--- config.mk ---
export PLATFORM = sky130hd
export DESIGN_NAME = oclib_csr_splitter
export DESIGN_NICKNAME = d
export VERILOG_FILES = /design/src/rtl/oclib_pkg.sv /design/src/rtl/oclib_csr_splitter.sv
export SDC_FILE = /design/constraint.sdc
export NUM_CORES = 1
export LEC_CHECK = 0
export BUFFER_PORTS_ARGS = -buffer_cell sky130_fd_sc_hd__buf_2
export CAP_MARGIN = 20
export CORE_AREA = 2 2 195 197
export CTS_CLUSTER_SIZE = 24
export DETAILED_ROUTE_END_ITERATION = 16
export DIE_AREA = 0 0 197 199
export GPL_TIMING_DRIVEN = 0
export PLACE_DENSITY = 0.49
export SLEW_MARGIN = 20
export SYNTH_ARGS = -nofsm -noshare
export SYNTH_HDL_FRONTEND = slang
export SYNTH_SLANG_ARGS = --single-unit
--- constraint.sdc ---
create_clock -name clock -period 2.2 [get_ports clock]
set_input_delay 0.33 -clock clock [delete_from_list [all_inputs] [get_ports clock]]
set_output_delay 0.33 -clock clock [all_outputs]
set_load 0.01 [all_outputs]
--- src/rtl/oclib_pkg.sv ---
// rtl/oclib_pkg.sv - shared CSR bus types and defaults
// Request/response structs for the 32-bit CSR bus used by the oclib register blocks.
package oclib_pkg;

  localparam integer DefaultCsrTimeout = 255;

  typedef struct packed {
    logic        read;
    logic        write;
    logic [31:0] address;
    logic [31:0] wdata;
  } csr_32_s;

  typedef struct packed {
    logic        ready;
    logic        error;
    logic [31:0] rdata;
  } csr_32_fb_s;

endpackage

--- src/rtl/oclib_csr_splitter.sv ---
// rtl/oclib_csr_splitter.sv - address-decoding CSR fan-out with timeout
// Routes one upstream CSR transaction to a target chosen by address bits and returns its response.
module oclib_csr_splitter
  import oclib_pkg::*;
#(
  parameter int NumTargets      = 4,
  parameter int TargetAddrShift = 16,
  parameter int TimeoutCycles   = DefaultCsrTimeout
) (
  input  logic                          clock,
  input  logic                          reset,
  input  csr_32_s                       csr,
  output csr_32_fb_s                    csrFb,
  output csr_32_s    [0:NumTargets-1]   csrOut,
  input  csr_32_fb_s [0:NumTargets-1]   csrOutFb
);

  localparam int IdxW = (NumTargets > 1) ? $clog2(NumTargets) : 1;
  localparam int CntW = (TimeoutCycles > 0) ? $clog2(TimeoutCycles + 1) : 1;
  localparam logic [31:0] AddrMask = (32'h1 << TargetAddrShift) - 32'h1;

  typedef enum logic [1:0] {Idle, Access, Respond, Drain} state_e;

  state_e          r_state;
  logic [IdxW-1:0] r_idx;
  logic [CntW-1:0] r_cnt;
  logic            r_write;
  csr_32_fb_s      r_fb;

  logic [IdxW-1:0] w_idx;
  logic            w_req;
  logic            w_hit;
  logic            w_launch;
  logic            w_tgt_ready;
  logic            w_timeout;
  logic            w_drop;
  csr_32_fb_s      w_tgt_fb;

  if (NumTargets > 1) begin : g_idx
    assign w_idx = csr.address[TargetAddrShift +: IdxW];
  end else begin : g_idx_zero
    assign w_idx = '0;
  end

  assign w_req       = csr.read | csr.write;
  assign w_hit       = {{(32-IdxW){1'b0}}, w_idx} < 32'(NumTargets);
  assign w_launch    = (r_state == Idle) && (csr.read ^ csr.write) && w_hit;
  assign w_tgt_fb    = csrOutFb[r_idx];
  assign w_tgt_ready = (r_state == Access) && w_tgt_fb.ready;
  assign w_timeout   = (TimeoutCycles != 0) && (r_cnt == CntW'(TimeoutCycles));
  assign w_drop      = (r_state == Access) && (w_tgt_ready || w_timeout);

  // Each port owns its request register; only the decoded port loads, all drop together.
  for (genvar g = 0; g < NumTargets; g++) begin : g_port
    csr_32_s r_port;
    always_ff @(posedge clock) begin
      if (reset) begin
        r_port <= '0;
      end else if (w_launch && (w_idx == IdxW'(g))) begin
        r_port.read    <= csr.read;
        r_port.write   <= csr.write;
        r_port.address <= csr.address & AddrMask;
        r_port.wdata   <= csr.wdata;
      end else if (w_drop) begin
        r_port <= '0;
      end
    end
    assign csrOut[g] = r_port;
  end

  always_ff @(posedge clock) begin
    if (reset) begin
      r_state <= Idle;
      r_idx   <= '0;
      r_cnt   <= '0;
      r_write <= 1'b0;
      r_fb    <= '0;
    end else begin
      case (r_state)
        Idle: begin
          r_fb <= '0;
          if (w_req) begin
            r_idx   <= w_idx;
            r_write <= csr.write;
            r_cnt   <= '0;
            if (w_launch) begin
              r_state <= Access;
            end else begin
              r_fb.error <= 1'b1;
              r_state    <= Respond;
            end
          end
        end
        Access: begin
          r_cnt <= r_cnt + 1'b1;
          if (w_tgt_ready) begin
            r_fb.ready <= 1'b1;
            r_fb.error <= w_tgt_fb.error;
            r_fb.rdata <= (r_write || w_tgt_fb.error) ? '0 : w_tgt_fb.rdata;
            r_state    <= Respond;
          end else if (w_timeout) begin
            r_fb.ready <= 1'b1;
            r_fb.error <= 1'b1;
            r_fb.rdata <= '0;
            r_state    <= Respond;
          end
        end
        // A decode miss enters with ready low and spends one extra cycle here.
        Respond: begin
          if (r_fb.ready) begin
            r_fb.ready <= 1'b0;
            r_state    <= Drain;
          end else begin
            r_fb.ready <= 1'b1;
          end
        end
        Drain: begin
          if (!csr.read && !csr.write) begin
            r_fb    <= '0;
            r_state <= Idle;
          end
        end
        default: r_state <= Idle;
      endcase
    end
  end

  assign csrFb = r_fb;

endmodule

==> summary.txt, run 1 <==
Fmax: 0.477 GHz
Critical path required time: 2.63 ns
Fillcell total: 3,973
Clock Latency Late Sink: 0.55 ns
Initial antenna violation count: 2
Sequential area share after synthesis: 47.5%
Share of layout cells above drive strength 1: 37.1%
Maxcap violations: 0
Initial Util: 28.0%
Die Y-Extent: 199 µm
Area grow syn2layout: 39.4%
Via count: 10.2k
Slew at the pin closest to its max-slew limit: 0.704 ns
Status: finished, final reports clean
Number of clock sinks: 247
Register bit total from synthesis: 247
Synth Cell Area: 10,400 µm²
H-tree depth: 1
CP Launch Type: register
Cell variety after synth: 44
Most common cell after layout, fill and taps aside: buf_2
Avg WL per Cell: 17.1 µm
Highest-count cells in the layout ignoring fill and taps: buf_2, nand2_1, dfxtp_1
Total CTS buffers: 28
GRT Residual Overflow: 0
DPL Wire Length: 29.9 mm
Cts hold-fix bufs: 0
Pwr Density: 876 nW/µm²
Fin area: 14,500 µm²
Die area: 39,200 µm²
Clock transition at path regs: 0.06 ns
Max Slew Vio Count: 0
Drt via density: 4.50
IO Count: 502
Vias in the first global route: 9,400
Bufs and invs on worst path: 2
Kind of capture point of the worst setup path: register
Clock buffer depth: 3
DRC errors left: 0
Placed cell count: 2,197
Design Power: 0.0127 W
Crit path top cell by count: buf_6
Slowest cell on crit path: mux4_2
Global-route wire length before repair: 56.4 mm
Setup CP Type: reg2reg
Max Fanout on Critical Path: 10
WL final: 38.7 mm
Initial DRC count: 433
Gr usage total: 18.8%
Synth warn: 0
Instance area at placement: 13,400 µm²
Core Region: 37,100 µm²
Setup Viol. Count Final: 0
Setup Skew: 0.0192 ns
Crit-path cells: buf_6, mux4_2, a211o_1, and2_2, buf_6, a31o_2
Syn_area_per_cell: 8.40 µm²
RSZ-0062 raised after global routing: yes
Pre-antenna DRT Iters: 7
CP peak stage delay: 0.59 ns
Tcrit/Tclk final: 95.2%
Clock root buffer: clkbuf_16
CTS tree: yes
Max IR drop VDD: 0.000415 V
Final Non-Filler Cells: 2,258
Worst Path Arrival: 2.52 ns
Gp weighted congestion: 0.806
Delay-heaviest family, CP: multiplexers
Number of port buffers: 421
Detail Route Antenna Nets: 0
Multi-input gate area: 4910 µm²
# nets final: 1,973
Reg area: 4950 µm²
Largest net degree at the start of global routing: 15
Cell count after synthesis: 1,239
Min Tclk post-route: 2.10 ns
Die Width: 197 µm
Site row count: 71
Worst Hold Class: in2reg
Slew margin rel.: 53.1%
Fin. Hold Viols: 0
Leakage Power: 6.45 nW
==> path summary, 6_finish.rpt <==
kind	start	to	slack, ns	depth (start not counted)
worst max-delay path	r_idx[0]$_SDFFE_PP0P_	csrFb[7]$_SDFFE_PP0P_	0.10	6
worst min-delay path	csr[10]	csrOut[208]$_SDFFE_PP0P_	0.06	3
worst max register to register	r_idx[0]$_SDFFE_PP0P_	csrFb[7]$_SDFFE_PP0P_	0.10	6
worst min register to register	csrOut[227]$_SDFFE_PP0P_	csrOut[227]$_SDFFE_PP0P_	0.45	2
==> cell type report <==
class	count	area share (%)
multi-input combinational	890	33.9
antenna	2	0.0345
buffer	152	6.26
timing repair buffer	436	15.6
clock buffer	39	5.39
inverter	7	0.181
clock inverter	11	0.500
tap	474	4.09
sequential	247	34.1
==> where the power goes <==
part           internal, W  switching [W]
Combinational      0.00131        0.00204
Clock              0.00248        0.00191
Sequential         0.00479       0.000179
Total              0.00857        0.00413
==> cell families after synthesis <==
logic type / synth area share, %
simple gates: 19.2
compound gates: 15.6
flops: 47.5
buf+inv: 8.67
mux: 7.65
fa+ha+maj: 0.842
xor+xnor: 0.505
other cells: 0.0360
==> sequential cells by signal, summed over array words and instances (netlist names) <==
register,flops
csrFb,34
csrOut,200
r_cnt,8
r_idx,2
r_state,2
r_write,1
==> per-layer routing <==
metal  up-vias  share of wire [%]  GRT usage [%]
li1       5079                  -              -
met1      4646                 40           21.8
met2       396                 50           34.6
met3        43                8.1           4.93
met4         0                1.9           4.26
met5         -                  0              0
==> cells in the mapped netlist (all sizes together) <==
cell,instances,area (µm²)
nor2,15,56.3
a31o,32,280
and3,2,12.5
nand3,2,10.0
a211oi,2,15.0
nand4bb,1,11.3
a221oi,2,17.5
clkbuf,83,312
nor2b,4,25.0
nand2b,37,231
o21ai,2,10.0
a32oi,1,8.76
o21bai,4,30.0
nor4b,1,8.76
mux2i,3,30.0
xor2,4,35.0
conb,1,3.75
mux4,34,766
a21o,1,7.51
nand2,411,1540
o22a,1,8.76
a21oi,236,1180
buf,75,564
o31ai,1,7.51
or3,2,12.5
nand4b,2,17.5
inv,7,26.3
and2,2,12.5
nand4,1,6.26
o21ba,1,10.0
nor3,5,25.0
nor4,2,18.8
o21a,1,7.51
dfxtp,247,4940
xnor2,2,17.5
and4,1,8.76
ha,7,87.6
a211o,2,17.5
o2111ai,2,17.5
==> worst register-to-register path, stage by stage, from the launching register on <==
cell and delay [ns]:
dfxtp_1 0.32, buf_6 0.14, mux4_2 0.60, a211o_1 0.30
and2_2 0.24, buf_6 0.16, a31o_2 0.23
==> repair_timing <==
item                                   in CTS  in global routing
endpoints found under the hold margin       0                  0
pin swaps                                   4                  4
gates resized for setup                    42                 42
setup endpoints to repair                 234                226
buffers inserted                            8                  7
==> through the flow <==
| stage | hold WS [ns] | setup slack [ns] | util (%) | setup TNS (ns) |
|---|---|---|---|---|
| floorplan | 0.462 | 0.282 | - | 0 |
| global placement | 0.440 | -1.11 | 35.9 | -199.50 |
| detailed placement | 0.444 | -1.04 | 36.0 | -182.77 |
| CTS | 0.0238 | 0.00593 | 38.7 | 0 |
| global route | 0.0394 | -0.0285 | 39.0 | -0.0328 |
| finish | 0.0595 | 0.105 | 39.1 | 0 |
Power figures use the tool's default switching activity.
==> inputs of run 2 (changes only) <==
==> constraint.sdc (replaced) <==
create_clock -name clock -period 2 [get_ports clock]
set_input_delay 0.3 -clock clock [delete_from_list [all_inputs] [get_ports clock]]
set_output_delay 0.3 -clock clock [all_outputs]
set_load 0.01 [all_outputs]
==> run 2 against run 1 <==
Effect of this change: the run now ends with setup timing left; worst setup slack worse by 0.12 ns; maximum frequency is 3.8% higher; worst hold slack worse by 0.021 ns; first-iteration DRC count is 15% lower; final cell count is 0.93% higher; largest power group unchanged; routed wire length is 3.3% higher; clock-buffer cell count stayed put; power is 16% higher.
==> summary.txt, run 2 (synthesis gave the netlist of run 1 again) <==
Setup Viol. Count Final: 35 (+35)
Share of layout cells above drive strength 1: 43.6% (+6.6 points)
DRC errors left: 0 (unchanged)
Setup ws final: -0.0180 ns (-0.123 ns)
Fin. Hold Viols: 0 (unchanged)
Failing checks: setup timing
# nets final: 1,994 (+1.1%)
Initial antenna violation count: 2 (unchanged)
Instance area at placement: 13,400 µm² (unchanged)
Kind of capture point of the worst setup path: register
CTS tree: yes
Avg WL per Cell: 17.5 µm (+2.3%)
Cell count of the worst reg-to-reg path: 9 (+3)
Tcrit/Tclk final: 101% (+5.7 points)
Worst Path Arrival: 2.49 ns (-0.03 ns)
Clock root buffer: clkbuf_16
Crit. Startpoint: r_idx[0]$_SDFFE_PP0P_
Total CTS buffers: 28 (unchanged)
Via count: 10.4k (+1.9%)
Clock power frac: 32.9% (-1.7 points)
Post-Route Setup TNS: -0.244 ns (-0.244 ns)
Gr usage total: 19.0% (+0.20 points)
Slew margin rel.: 52.4% (-0.62 points)
Highest-count cells in the layout ignoring fill and taps: buf_2, nand2_1, dfxtp_1
Max Slew Vio Count: 0 (unchanged)
Initial Util: 28.0% (unchanged)
Max Fanout on Critical Path: 9 (-1)
Fillcell total: 3,909 (-1.6%)
Min Tclk post-route: 2.02 ns (-0.0772 ns)
Setup crit end: csrOut[35]$_SDFFE_PP0P_
DPL Wire Length: 29.9 mm (unchanged)
Global-route wire length before repair: 57.1 mm (+1.2%)
Worst r2r src: r_idx[0]$_SDFFE_PP0P_
Critical path required time: 2.47 ns (-0.16 ns)
H-tree depth: 1 (unchanged)
Setup Skew: 0.0177 ns (-0.00154 ns)
Sequential power share: 37.2% (-1.9 points)
WL final: 39.9 mm (+3.3%)
Gp weighted congestion: 0.806 (unchanged)
GRT Residual Overflow: 0 (unchanged)
Max IR drop VDD: 0.000466 V (+12%)
Fin area: 15,500 µm² (+6.9%)
Worst hold path startpoint: csr[4]
Drt via density: 4.54 (+0.94%)
Switching Share: 32.8% (+0.30 points)
Die Y-Extent: 199 µm (unchanged)
Fmax: 0.496 GHz (+3.8%)
Detail Route Antenna Nets: 0 (unchanged)
Number of clock sinks: 247 (unchanged)
Reg2Reg Setup Slack: -0.02 ns (-0.12 ns)
Number of port buffers: 421 (unchanged)
Status: finished, violations left
Most common cell after layout, fill and taps aside: buf_2
Clock buffer depth: 3 (unchanged)
IO Count: 502 (unchanged)
Die area: 39,200 µm² (unchanged)
RSZ-0062 raised after global routing: yes
Worst Hold Class: in2reg
RR Endpoint: csrOut[35]$_SDFFE_PP0P_
Maxcap violations: 0 (unchanged)
CP Launch Type: register
Initial DRC count: 366 (-15%)
Slew at the pin closest to its max-slew limit: 0.713 ns (+0.00935 ns)
Site row count: 71 (unchanged)
Setup CP Type: reg2reg
Pre-antenna DRT Iters: 5 (-2)
Hold WS: 0.0385 ns (-0.0210 ns)
Core Region: 37,100 µm² (unchanged)
Cell Int Power: 0.00989 W (+15%)
Switch Pwr: 0.00483 W (+17%)
Clock Latency Late Sink: 0.55 ns (about the same)
Area grow syn2layout: 49.0%
Leakage Power: 6.76 nW (+4.8%)
Max reg flops: 200 (unchanged)
Die Width: 197 µm (unchanged)
Clock transition at path regs: 0.06 ns (about the same)
Comb pwr share: 29.9% (+3.6 points)
Largest net degree at the start of global routing: 15 (unchanged)
Vias in the first global route: 9,514 (+1.2%)
Pwr Density: 950 nW/µm² (+8.4%)
[run 2: changes by cell type in the layout (fill, tap and decap cells not counted), moves of 3 or more]
| cell | delta |
|---|---|
| clkbuf_8 | +4 |
| clkbuf_1 | -15 |
| a21oi_1 | -92 |
| buf_8 | +16 |
| a21oi_2 | +91 |
| a31o_2 | -6 |
| buf_12 | +5 |
| a31o_4 | +6 |
| buf_4 | +3 |
| clkbuf_16 | +5 |
| dlygate4sd3_1 | +8 |
| clkbuf_2 | -9 |
[run 2: worst min-delay path by stage]
stage,endpoint,slack [ns],depth (start not counted)
6_report,csrOut[4]$_SDFFE_PP0P_,0.04,3
5_1_grt,csrOut[4]$_SDFFE_PP0P_,0.01,3
4_1_cts,csrOut[134]$_SDFFE_PP0P_,0.001,3
3_5_place_dp,csrOut[111]$_SDFFE_PP0P_,0.44,2
3_3_place_gp,csrOut[176]$_SDFFE_PP0P_,0.44,2
2_1_floorplan,csrOut[0]$_SDFFE_PP0P_,0.44,2
[run 2: stage by stage]
step	util (%)	std cells	worst slack (ns)	total power (W)
6_report	41.7	2279	-0.0180	0.0147
3_3_place_gp	35.9	2197	-1.28	0.00908
4_1_cts	40.1	2270	-0.0941	0.0146
5_1_grt	41.7	2278	-0.0967	0.0155
3_5_place_dp	36.0	2197	-1.21	0.00910
2_1_floorplan	-	1302	0.0822	0.00775
[run 2: metal layers]
layer	wire, µm	GRT usage [%]	up-vias
met3	3040	4.92	49
met4	811	4.48	0
met1	15700	21.9	4798
met5	0	0	-
li1	-	-	5116
met2	20300	35.0	392
[run 2: cell type report]
cell class / count / area [µm²] / share of cell area, %
sequential: 247 / 4950 / 31.9
clock inverter: 11 / 72.6 / 0.468
inverter: 7 / 26.3 / 0.170
buffer: 153 / 1160 / 7.51
tap: 474 / 593 / 3.83
timing repair buffer: 456 / 2560 / 16.5
clock buffer: 39 / 782 / 5.04
antenna: 2 / 5.00 / 0.0323
multi-input combinational: 890 / 5350 / 34.5
[run 2: power groups by stage]
stage / clock, W / sequential (W) / combinational [W]
2_1_floorplan: 0 / 0.00569 / 0.00206
3_3_place_gp: 0 / 0.00555 / 0.00353
3_5_place_dp: 0 / 0.00556 / 0.00354
4_1_cts: 0.00500 / 0.00547 / 0.00411
5_1_grt: 0.00518 / 0.00551 / 0.00477
6_report: 0.00485 / 0.00548 / 0.00440
[run 2: critical path, stage by stage (launching register included)]
cell and delay (ns):
dfxtp_2 0.32, buf_6 0.12, mux4_2 0.57, buf_6 0.15
a21oi_4 0.12, buf_12 0.14, o21bai_4 0.08, buf_12 0.17
clkbuf_16 0.17, a21oi_2 0.09
[run 2: repair_timing]
item | CTS | global route
hold buffers | 8 | 0
endpoints found under the setup margin | 236 | 235
resized for setup | 124 | 144
buffers inserted | 18 | 4
gates cloned | 1 | 5
endpoints found under the hold margin | 17 | 0
pin swaps | 10 | 5
